[config.mk]
export PLATFORM = sky130hd
export DESIGN_NAME = act_stream_packer_flat
export DESIGN_NICKNAME = d
export VERILOG_FILES = /design/src/rtl/act_stream_packer_if.sv /design/src/rtl/act_stream_packer.sv /design/src/flat_wrapper.sv
export SDC_FILE = /design/constraint.sdc
export NUM_CORES = 1
export LEC_CHECK = 0
export ABC_CLOCK_PERIOD_IN_PS = 11800
export CORE_MARGIN = 10
export CORE_UTILIZATION = 45
export CTS_CLUSTER_SIZE = 25
export DETAILED_ROUTE_END_ITERATION = 12
export GPL_TIMING_DRIVEN = 0
export PLACE_DENSITY_LB_ADDON = 0.12
export SETUP_SLACK_MARGIN = 0.02
export SLEW_MARGIN = 20
export SYNTH_ARGS = -nofsm -noshare
export SYNTH_HDL_FRONTEND = slang
export SYNTH_SLANG_ARGS = --single-unit
[constraint.sdc]
create_clock -name clk -period 11.8 [get_ports clk]
set_clock_uncertainty 0.1 [all_clocks]
set_input_delay 2.95 -clock clk [delete_from_list [all_inputs] [get_ports clk]]
set_output_delay 2.95 -clock clk [all_outputs]
set_load 0.03 [all_outputs]
[src/rtl/act_stream_packer_if.sv]
// Bus bundles for act_stream_packer: the en-qualified activation byte stream
// and the valid/ready word write port into the feature-map buffer.

interface act_stream_if #(
    parameter int unsigned DATA_W = 8
);
    logic [DATA_W-1:0] in_data;
    logic              in_en;
    logic              in_ready;

    modport master (output in_data, output in_en, input in_ready);
    modport slave  (input in_data, input in_en, output in_ready);
endinterface

interface act_wr_if #(
    parameter int unsigned DATA_W = 8,
    parameter int unsigned LANES  = 8,
    parameter int unsigned ADDR_W = 10
);
    logic                      wr_en;
    logic [ADDR_W-1:0]         wr_addr;
    logic [DATA_W*LANES-1:0]   wr_data;
    logic [LANES-1:0]          wr_mask;
    logic                      wr_ready;

    modport master (output wr_en, output wr_addr, output wr_data, output wr_mask,
                    input wr_ready);
    modport slave  (input wr_en, input wr_addr, input wr_data, input wr_mask,
                    output wr_ready);
endinterface

[src/rtl/act_stream_packer.sv]
// Packs relu activation bytes into LANES-wide words and writes one frame into
// the feature-map buffer. Define ACT_ZERO_COUNT_EN to add the zero_cnt output.

module act_stream_packer #(
    parameter int unsigned DATA_W = 8,
    parameter int unsigned LANES  = 8,
    parameter int unsigned ADDR_W = 10,
    parameter int unsigned LEN_W  = 16
) (
    input  logic              clk,
    input  logic              reset,
    input  logic              start,
    input  logic [ADDR_W-1:0] base_addr,
    input  logic [LEN_W-1:0]  frame_len,
    act_stream_if.slave       stream,
    act_wr_if.master          wr,
    output logic              busy,
    output logic              done,
`ifdef ACT_ZERO_COUNT_EN
    output logic [LEN_W-1:0]  zero_cnt,
`endif
    output logic              overflow
);
    localparam int unsigned WORD_W = DATA_W * LANES;
    localparam int unsigned LANE_W = (LANES > 1) ? $clog2(LANES) : 1;

    typedef enum logic [1:0] {IDLE, COLLECT, FLUSH, DONE} state_t;

    state_t              state, state_nxt;
    logic [LEN_W-1:0]    len_q, len_nxt;
    logic [LEN_W-1:0]    byte_q, byte_nxt;
    logic [LANE_W-1:0]   lane_q, lane_nxt;
    logic [WORD_W-1:0]   word_q, word_nxt;
    logic [1:0]          cnt_q, cnt_nxt;
    logic [WORD_W-1:0]   d0_q, d0_nxt, d1_q, d1_nxt;
    logic [LANES-1:0]    m0_q, m0_nxt, m1_q, m1_nxt;
    logic [ADDR_W-1:0]   addr_q, addr_nxt;
    logic                ovf_q, ovf_nxt;
    logic                ready_q, ready_nxt;
    logic                wr_en_q, wr_en_nxt;
    logic                busy_q, busy_nxt;
    logic                done_q, done_nxt;
    logic                accept, last, push, pop;
    logic [WORD_W-1:0]   fill_word;
    logic [LANES-1:0]    fill_mask;
`ifdef ACT_ZERO_COUNT_EN
    logic [LEN_W-1:0]    zero_q, zero_nxt;
`endif

    // Next-state, queue and output-register computation
    always_comb begin
        state_nxt = state;
        len_nxt   = len_q;
        byte_nxt  = byte_q;
        lane_nxt  = lane_q;
        word_nxt  = word_q;
        cnt_nxt   = cnt_q;
        d0_nxt    = d0_q;
        d1_nxt    = d1_q;
        m0_nxt    = m0_q;
        m1_nxt    = m1_q;
        addr_nxt  = addr_q;
        ovf_nxt   = ovf_q;
`ifdef ACT_ZERO_COUNT_EN
        zero_nxt  = zero_q;
`endif
        accept    = stream.in_en && ready_q;
        last      = accept && (LEN_W'(byte_q + 1'b1) == len_q);
        push      = accept && ((lane_q == LANE_W'(LANES - 1)) || last);
        pop       = (cnt_q != 2'd0) && wr.wr_ready;
        fill_word = word_q | (WORD_W'(stream.in_data) << (DATA_W * lane_q));
        for (int i = 0; i < LANES; i++) begin
            fill_mask[i] = (i <= int'(lane_q));
        end

        unique case (state)
            IDLE: begin
                if (start) begin
                    ovf_nxt   = 1'b0;
                    addr_nxt  = base_addr;
                    byte_nxt  = '0;
                    lane_nxt  = '0;
                    word_nxt  = '0;
                    len_nxt   = frame_len;
`ifdef ACT_ZERO_COUNT_EN
                    zero_nxt  = '0;
`endif
                    state_nxt = (frame_len == '0) ? DONE : COLLECT;
                end
            end
            COLLECT: begin
                if (accept) begin
                    byte_nxt = LEN_W'(byte_q + 1'b1);
`ifdef ACT_ZERO_COUNT_EN
                    if (stream.in_data == '0) zero_nxt = LEN_W'(zero_q + 1'b1);
`endif
                    if (push) begin
                        lane_nxt = '0;
                        word_nxt = '0;
                    end else begin
                        lane_nxt = LANE_W'(lane_q + 1'b1);
                        word_nxt = fill_word;
                    end
                    if (last) state_nxt = FLUSH;
                end else if (stream.in_en) begin
                    ovf_nxt = 1'b1;
                end
            end
            FLUSH: if (cnt_q == 2'd0) state_nxt = DONE;
            DONE:  state_nxt = IDLE;
            default: state_nxt = IDLE;
        endcase

        // Two-entry queue: entry 0 is the head driving the write port
        if (pop) begin
            addr_nxt = ADDR_W'(addr_q + 1'b1);
            d0_nxt   = d1_q;
            m0_nxt   = m1_q;
        end
        if (push) begin
            if ((cnt_q - {1'b0, pop}) == 2'd0) begin
                d0_nxt = fill_word;
                m0_nxt = fill_mask;
            end else begin
                d1_nxt = fill_word;
                m1_nxt = fill_mask;
            end
        end
        cnt_nxt = 2'(cnt_q + {1'b0, push} - {1'b0, pop});

        ready_nxt = (state_nxt == COLLECT) && (cnt_nxt < 2'd2);
        wr_en_nxt = (cnt_nxt != 2'd0);
        busy_nxt  = (state_nxt == COLLECT) || (state_nxt == FLUSH);
        done_nxt  = (state_nxt == DONE);
    end

    always_ff @(posedge clk or posedge reset) begin
        if (reset) begin
            state   <= IDLE;
            len_q   <= '0;
            byte_q  <= '0;
            lane_q  <= '0;
            word_q  <= '0;
            cnt_q   <= '0;
            d0_q    <= '0;
            d1_q    <= '0;
            m0_q    <= '0;
            m1_q    <= '0;
            addr_q  <= '0;
            ovf_q   <= 1'b0;
            ready_q <= 1'b0;
            wr_en_q <= 1'b0;
            busy_q  <= 1'b0;
            done_q  <= 1'b0;
`ifdef ACT_ZERO_COUNT_EN
            zero_q  <= '0;
`endif
        end else begin
            state   <= state_nxt;
            len_q   <= len_nxt;
            byte_q  <= byte_nxt;
            lane_q  <= lane_nxt;
            word_q  <= word_nxt;
            cnt_q   <= cnt_nxt;
            d0_q    <= d0_nxt;
            d1_q    <= d1_nxt;
            m0_q    <= m0_nxt;
            m1_q    <= m1_nxt;
            addr_q  <= addr_nxt;
            ovf_q   <= ovf_nxt;
            ready_q <= ready_nxt;
            wr_en_q <= wr_en_nxt;
            busy_q  <= busy_nxt;
            done_q  <= done_nxt;
`ifdef ACT_ZERO_COUNT_EN
            zero_q  <= zero_nxt;
`endif
        end
    end

    assign stream.in_ready = ready_q;
    assign wr.wr_en        = wr_en_q;
    assign wr.wr_addr      = addr_q;
    assign wr.wr_data      = d0_q;
    assign wr.wr_mask      = m0_q;
    assign busy            = busy_q;
    assign done            = done_q;
    assign overflow        = ovf_q;
`ifdef ACT_ZERO_COUNT_EN
    assign zero_cnt        = zero_q;
`endif

endmodule

[src/flat_wrapper.sv]
// flat-port wrapper written by rule: the top's interface ports become plain ports
module act_stream_packer_flat 
#(
    parameter int unsigned DATA_W = 8,
    parameter int unsigned LANES  = 8,
    parameter int unsigned ADDR_W = 10,
    parameter int unsigned LEN_W  = 16
)
  (clk, reset, start, base_addr, frame_len, busy, done, overflow, stream_in_data, stream_in_en, stream_in_ready, wr_wr_en, wr_wr_addr, wr_wr_data, wr_wr_mask, wr_wr_ready);
  act_stream_if #(.DATA_W(DATA_W)) stream_i ();
  act_wr_if #(.DATA_W(DATA_W), .LANES(LANES), .ADDR_W(ADDR_W)) wr_i ();
  input  logic clk;
  input  logic reset;
  input  logic start;
  input  logic [ADDR_W-1:0] base_addr;
  input  logic [LEN_W-1:0] frame_len;
  output logic busy;
  output logic done;
  output logic overflow;
  input wire logic [$bits(stream_i.in_data)-1:0] stream_in_data;
  input wire logic [$bits(stream_i.in_en)-1:0] stream_in_en;
  output wire logic [$bits(stream_i.in_ready)-1:0] stream_in_ready;
  output wire logic [$bits(wr_i.wr_en)-1:0] wr_wr_en;
  output wire logic [$bits(wr_i.wr_addr)-1:0] wr_wr_addr;
  output wire logic [$bits(wr_i.wr_data)-1:0] wr_wr_data;
  output wire logic [$bits(wr_i.wr_mask)-1:0] wr_wr_mask;
  input wire logic [$bits(wr_i.wr_ready)-1:0] wr_wr_ready;
  assign stream_i.in_data = stream_in_data;
  assign stream_i.in_en = stream_in_en;
  assign stream_in_ready = stream_i.in_ready;
  assign wr_wr_en = wr_i.wr_en;
  assign wr_wr_addr = wr_i.wr_addr;
  assign wr_wr_data = wr_i.wr_data;
  assign wr_wr_mask = wr_i.wr_mask;
  assign wr_i.wr_ready = wr_wr_ready;
  act_stream_packer #(.DATA_W(DATA_W), .LANES(LANES), .ADDR_W(ADDR_W), .LEN_W(LEN_W)) u_core (.clk(clk), .reset(reset), .start(start), .base_addr(base_addr), .frame_len(frame_len), .stream(stream_i), .wr(wr_i), .busy(busy), .done(done), .overflow(overflow));
endmodule
==> results of run 1 <==
[flip-flops by register name, indices dropped and copies added (netlist names)]
name / count
u_core.overflow: 1
u_core.wr.wr_en: 1
u_core.wr.wr_mask: 8
u_core.wr.wr_addr: 10
u_core.m1_q: 8
u_core.state: 2
u_core.wr.wr_data: 64
u_core.done: 1
u_core.stream.in_ready: 1
u_core.cnt_q: 2
u_core.len_q: 16
u_core.byte_q: 16
u_core.word_q: 64
u_core.lane_q: 3
u_core.d1_q: 64
u_core.busy: 1
[logic make-up after synthesis]
family | Yosys count
compound gates | 214
xor+xnor | 24
fa+ha+maj | 10
buf+inv | 153
flops | 262
mux | 227
simple gates | 215
[worst reg2reg max path, cell delays in order (launching register included)]
cell,delay (ps)
dfrtp_1,470
ha_1,180
buf_2,170
nand3_2,220
nor3_2,510
or3_1,180
a41oi_1,210
o2111a_1,350
buf_4,190
nor2_1,230
nor2_1,80
ha_1,210
xnor2_1,130
xnor2_1,230
and2_1,160
[through the flow]
step	cells	cell area, um^2	power, mW	hold slack (ps)	worst slack, ps
after floorplan	1105	12210	2.329	334.6	1538
final	1613	14760	3.676	365.0	5912
after global routing	1613	14760	3.927	382.7	5741
after detailed placement	1565	13870	2.858	354.2	5322
after CTS	1613	14750	3.719	368.2	5890
after global placement	1563	13800	2.823	350.8	-1979
[synthesized netlist by cell type, drive strengths merged, types with 10 or more instances]
master	count
xnor2	16
o21ai	79
o21a	15
dfrtp	262
nand2	93
mux2	18
nor3	22
nand3	20
and3	10
ha	10
nor2	39
inv	80
buf	40
clkbuf	33
a21oi	76
mux2i	209
[power by group through the flow]
stage               Clock (mW)  Combinational (mW)  Sequential [mW]
global route             0.904                1.56             1.46
CTS                      0.868                1.43             1.42
floorplan                    0               0.716             1.61
global placement             0                1.39             1.43
finish                   0.844                1.41             1.42
detailed placement           0                1.42             1.44
[path summary, 6_finish.rpt]
path                                          end  slack [ps]  cells past startpoint
max                               u_core.d1_q[14]        5910                     11
min                                u_core.m1_q[0]         360                      1
max reg2reg                u_core.stream.in_ready        8130                     14
min reg2reg                        u_core.m1_q[0]         360                      1
max in group asynchronous         u_core.d1_q[46]        7900                      3
min in group asynchronous   u_core.wr.wr_data[13]        2830                      2
[layer usage]
| metal | routed length, um | vias up |
|---|---|---|
| li1 | - | 4142 |
| met1 | 14360 | 4225 |
| met2 | 13630 | 205 |
| met3 | 1599 | 41 |
| met4 | 465 | 0 |
| met5 | 0 | - |
[cell type report]
class / instances / area [um^2]
fillers: 2361 / 12040
flip-flops and latches: 262 / 6556
multi-input cells: 690 / 4947
repair buffers: 119 / 1226
clock buffers: 42 / 813.3
well taps: 341 / 426.7
plain buffers: 73 / 411.6
inverters: 80 / 307.8
clock inverters: 6 / 68.82
==> key figures, run 1 <==
Yosys
  • Synthesized flop and latch total: 262
  • Syn avg cell area: 11.05 um^2
  • Post-synth EDFFs: 0
  • Mux cell area share after synthesis: 18.80%
  • Post-synthesis cell type count: 59
  • Seq/Total Area, Yosys: 53.72%
  • Complex-gate fraction of the synthesized area: 10.34%
  • Main synth FF type: dfrtp_1
  • Synth Instances: 1105
  • Post-Syn Area: 12210 um^2
  • Synth top area cells: dfrtp_1 54%, mux2i_1 17%, a21oi_1 3.1%, o21ai_0 3.1%, nand2_1 2.9%
  • Xor/xnor share of the synthesized area: 1.722%
  • Synth Area in Simple Gates: 8.560%
  • Ys Warns: 0
  • Synth top area share: 53.72%
  • Largest family of logic cells by synthesized area: multiplexers
  • Synthesized net count: 1154
  • Yosys top cell by area: dfrtp_1
  • Post-Synth Adder-Cell Area: 1.025%
  • Async set-reset flop share out of synthesis: 100.0%

Detailed routing
  • Post-DRT Antenna Nets: 0
  • DR WL/cell: 18.64 um
  • DR DRC count: 0
  • Vias: 8613
  • First DRT Iteration DRCs: 603
  • Routed wire length: 30060 um
  • Routed vias/inst: 5.340
  • Drt pass-1 iters: 6

Flow run
  • Max Cap Viol: 0

Setup path
  • CP max stage cell: clkbuf_1
  • Worst-path fanout max: 10
  • Critical path endpoint category: register
  • Top Family by Delay on Critical Path: buffers and inverters
  • Crit-path max cell delay: 600 ps
  • Setup crit start: wr_wr_ready
  • Critical path type: primary input to register
  • Worst setup SP type: primary input
  • Worst r2r src: u_core.byte_q[0]
  • Arr. time, crit path: 6180 ps
  • Crit path cell chain: clkdlybuf4s50_1 > o21ai_1 > inv_1 > clkbuf_1 > buf_1 > ha_1 > a21oi_1 > o21ai_1 > buf_6 > buf_6 > mux2i_1
  • Crit path buf inv count: 6
  • Required time worst endpoint: 12100 ps

Clocking
  • Clock sinks: 262
  • Clk_lat worst skew: 550 ps
  • # H-tree levels: 1
  • Clock buffer depth: 3
  • Setup bufs post-CTS: 0
  • Reg clk slew, reported paths: 60 ps
  • CTS tree: built
  • CTS Root Cell: clkbuf_16
  • CTS Hold Buffers Added: 0
  • Post-CTS sizing: 0
  • TritonCTS Buffers: 28

Floorplan
  • Starting Density: 45.54%
  • I/O pins: 126
  • Die Width: 184.7 um
  • Die height: 184.7 um
  • Die area: 34110 um^2
  • Placement Rows: 60
  • Core region area: 26800 um^2

STA
  • Fin. Hold Viols: 0
  • Setup violators final: 0
  • Final setup TNS: 0 ps
  • RSZ-0062 raised after global routing: false
  • Fmax: 0.1698 GHz
  • Slew at the pin closest to its max-slew limit: 1064 ps
  • Crit path time final: 5888 ps
  • Tcrit/Tclk final: 49.90%
  • Final Max Tran Viols: 0
  • Slew margin rel.: 28.51%

GRT
  • Vias in the first global route: 8696
  • Grt met2 use: 27.69%
  • Busiest metal layer after global routing: met2
  • GRT met3 Usage: 3.190%
  • Antenna violations before repair: 0
  • Largest net degree at the start of global routing: 93
  • GRT Total Usage: 17.71%
  • First-pass GRT wire length: 48730 um
  • Grt met1 use: 25.17%
  • Remaining Overflow, GRT: 0

Placement
  • Port Buf Inserts: 117
  • RePlAce Congestion: 0.8609
  • DP HPWL: 20980 um

Pwr
  • Power Density: 249.1 nW/um^2
  • Clock share of power: 23.0%
  • Combinational Power Share: 38.4%
  • Net Switching: 1.391 mW
  • Pint: 2.285 mW
  • Switching share of power: 37.85%
  • P_leak: 7.419 nW
  • VDD IR-drop max: 0.1305 mV
  • Sequential cell fraction of total power: 38.6%

Cells and area
  • # nets final: 1303
  • # diodes: 0
  • Final Core Density: 55.07%
  • Commonest non-fill, non-tap cell in the layout: dfrtp_1
  • Share of post-route cells with drive strength above 1: 7.862%
  • Area delta synth->final: 20.91%
  • Commonest cells after routing, fill and taps aside: 262 x dfrtp_1, 209 x mux2i_1, 117 x clkdlybuf4s50_1

Outcome
  • Status: complete, no violations

Worst hold path
  • Worst hold path type: register to register
  • Worst Hold Launch: u_core.m1_q[0]
Power figures use the tool's default switching activity.
==> run 2, diff against run 1 <==
--- a/config.mk
+++ b/config.mk
@@ -5,7 +5,7 @@
 export SDC_FILE = /design/constraint.sdc
 export NUM_CORES = 1
 export LEC_CHECK = 0
-export ABC_CLOCK_PERIOD_IN_PS = 11800
+export ABC_CLOCK_PERIOD_IN_PS = 5900
 export CORE_MARGIN = 10
 export CORE_UTILIZATION = 45
 export CTS_CLUSTER_SIZE = 25
==> constraint.sdc (replaced) <==
create_clock -name clk -period 5.9 [get_ports clk]
set_clock_uncertainty 0.1 [all_clocks]
set_input_delay 1.475 -clock clk [delete_from_list [all_inputs] [get_ports clk]]
set_output_delay 1.475 -clock clk [all_outputs]
set_load 0.03 [all_outputs]
==> run 2 against run 1 <==
Clock-buffer cell count grew 1. Power grew 100%. Highest routed layer unchanged. Sequential share of layout area decreased by 0.56 points. First-iteration DRC count down 2.2%. Largest power group unchanged.
==> key figures, run 2 (synthesis results as in run 1) <==
Flow run
  • Max Cap Viol: 0

GRT
  • GRT Total Usage: 18.13%
  • Antenna violations before repair: 0
  • Vias in the first global route: 8912
  • Largest net degree at the start of global routing: 34
  • Remaining Overflow, GRT: 0
  • First-pass GRT wire length: 49790 um

Clocking
  • Reg clk slew, reported paths: 60 ps
  • # H-tree levels: 1
  • Post-CTS sizing: 0
  • Setup bufs post-CTS: 0
  • Clock sinks: 262
  • CTS Hold Buffers Added: 0
  • Clock buffer depth: 3
  • TritonCTS Buffers: 29
  • CTS Root Cell: clkbuf_16
  • CTS tree: built
  • Clk_lat worst skew: 550 ps

STA
  • Final setup TNS: 0 ps
  • Setup violators final: 0
  • Slew margin rel.: 25.19%
  • Fin. Hold Viols: 0
  • RSZ-0062 raised after global routing: false
  • Slew at the pin closest to its max-slew limit: 1114 ps
  • Worst hold slack: 366.9 ps
  • Final Max Tran Viols: 0
  • Crit path time final: 4438 ps
  • Tcrit/Tclk final: 75.22%
  • Fmax: 0.2253 GHz

Detailed routing
  • Top layer in use: met4
  • DR DRC count: 0
  • Routed wire length: 30700 um
  • Detail Route met3 WL: 1907 um
  • Drt pass-1 iters: 4
  • Vias: 8703
  • DR WL/cell: 18.90 um
  • First DRT Iteration DRCs: 590
  • WL met1: 14390 um
  • Met2 wire len: 13910 um
  • Post-DRT Antenna Nets: 0
  • Routed vias/inst: 5.359

Cells and area
  • Commonest non-fill, non-tap cell in the layout: dfrtp_1
  • Area delta synth->final: 22.46%
  • Final Core Density: 55.77%
  • Share of post-route cells with drive strength above 1: 8.574%
  • # nets final: 1310
  • # diodes: 0
  • Commonest cells after routing, fill and taps aside: 262 x dfrtp_1, 209 x mux2i_1, 117 x clkdlybuf4s50_1

Pwr
  • Pint: 4.696 mW
  • VDD IR-drop max: 0.2780 mV
  • Pwr Total: 7.511 mW
  • Net Switching: 2.815 mW
  • Sequential cell fraction of total power: 37.9%
  • P_leak: 7.515 nW
  • Clock share of power: 24.5%
  • Switching share of power: 37.48%
  • Combinational Power Share: 37.7%
  • Power Density: 502.5 nW/um^2

Setup path
  • Worst r2r src: u_core.byte_q[0]
  • Worst setup SP type: primary input
  • Setup crit start: wr_wr_ready
  • Critical path endpoint category: register
  • Arr. time, crit path: 4760 ps
  • Worst-path fanout max: 10
  • Required time worst endpoint: 6220 ps
  • Critical path type: primary input to register

Floorplan
  • I/O pins: 126
  • Die Width: 184.7 um
  • Starting Density: 45.54%
  • Die area: 34110 um^2
  • Core region area: 26800 um^2
  • Placement Rows: 60
  • Die height: 184.7 um

Placement
  • Port Buf Inserts: 117
  • DP HPWL: 21460 um
  • RePlAce Congestion: 0.8517

Worst hold path
  • Worst hold path type: register to register
  • Worst Hold Launch: u_core.m1_q[0]

Outcome
  • Status: complete, no violations
[run 2: cell types whose count changed in the layout (fill, tap and decap cells not counted)]
cell	change
buf_16	-1
nor3_1	+1
clkbuf_16	+1
clkinv_2	+3
inv_8	-1
nor3_2	-1
clkinv_8	-1
inv_6	+1
bufinv_16	+2
buf_12	+7
[run 2: final cells by class]
class,count,area [um^2]
fillers,2331,11850
flip-flops and latches,262,6556
multi-input cells,690,4942
clock buffers,43,838.3
clock inverters,10,128.9
plain buffers,73,411.6
repair buffers,125,1339
inverters,80,304.0
well taps,341,426.7
[run 2: per-layer routing]
metal  up-vias  track usage [%]
met5         -                0
met4         0            4.194
met3        43            4.135
met2       198            27.94
met1      4322            25.37
li1       4140                -
[run 2: power by group through the flow]
| stage | registers (mW) | clock network (mW) | logic [mW] |
|---|---|---|---|
| 2_1_floorplan | 3.23 | 0 | 1.43 |
| 3_3_place_gp | 2.86 | 0 | 2.78 |
| 3_5_place_dp | 2.88 | 0 | 2.85 |
| 4_1_cts | 2.85 | 1.88 | 2.87 |
| 5_1_grt | 2.93 | 1.94 | 3.13 |
| 6_report | 2.84 | 1.84 | 2.83 |
[run 2: stage by stage]
stage	setup slack [ps]	instances	area [um^2]
after floorplan	869.5	1105	12210
after global placement	-1221	1563	13810
after detailed placement	912.0	1571	13980
after CTS	1462	1624	14950
after global routing	1237	1624	14950
final	1462	1624	14950
[run 2: final timing paths]
| check | endpoint | slack, ps | cells after the start |
|---|---|---|---|
| setup / recovery | u_core.wr.wr_mask[3] | 1460 | 11 |
| hold / removal | u_core.m1_q[0] | 370 | 1 |
| setup reg to reg | u_core.wr.wr_en | 2210 | 14 |
| hold reg to reg | u_core.m1_q[0] | 370 | 1 |
| max in group asynchronous | u_core.word_q[10] | 3310 | 5 |
| min in group asynchronous | u_core.d1_q[59] | 1300 | 2 |
[run 2: worst max-delay path, stage by stage]
cell,delay [ps]
clkdlybuf4s50_1,490
o21ai_1,260
inv_1,150
clkbuf_1,570
buf_1,500
ha_1,220
inv_1,60
nor3_1,350
o21ai_1,150
buf_6,200
mux2_1,340
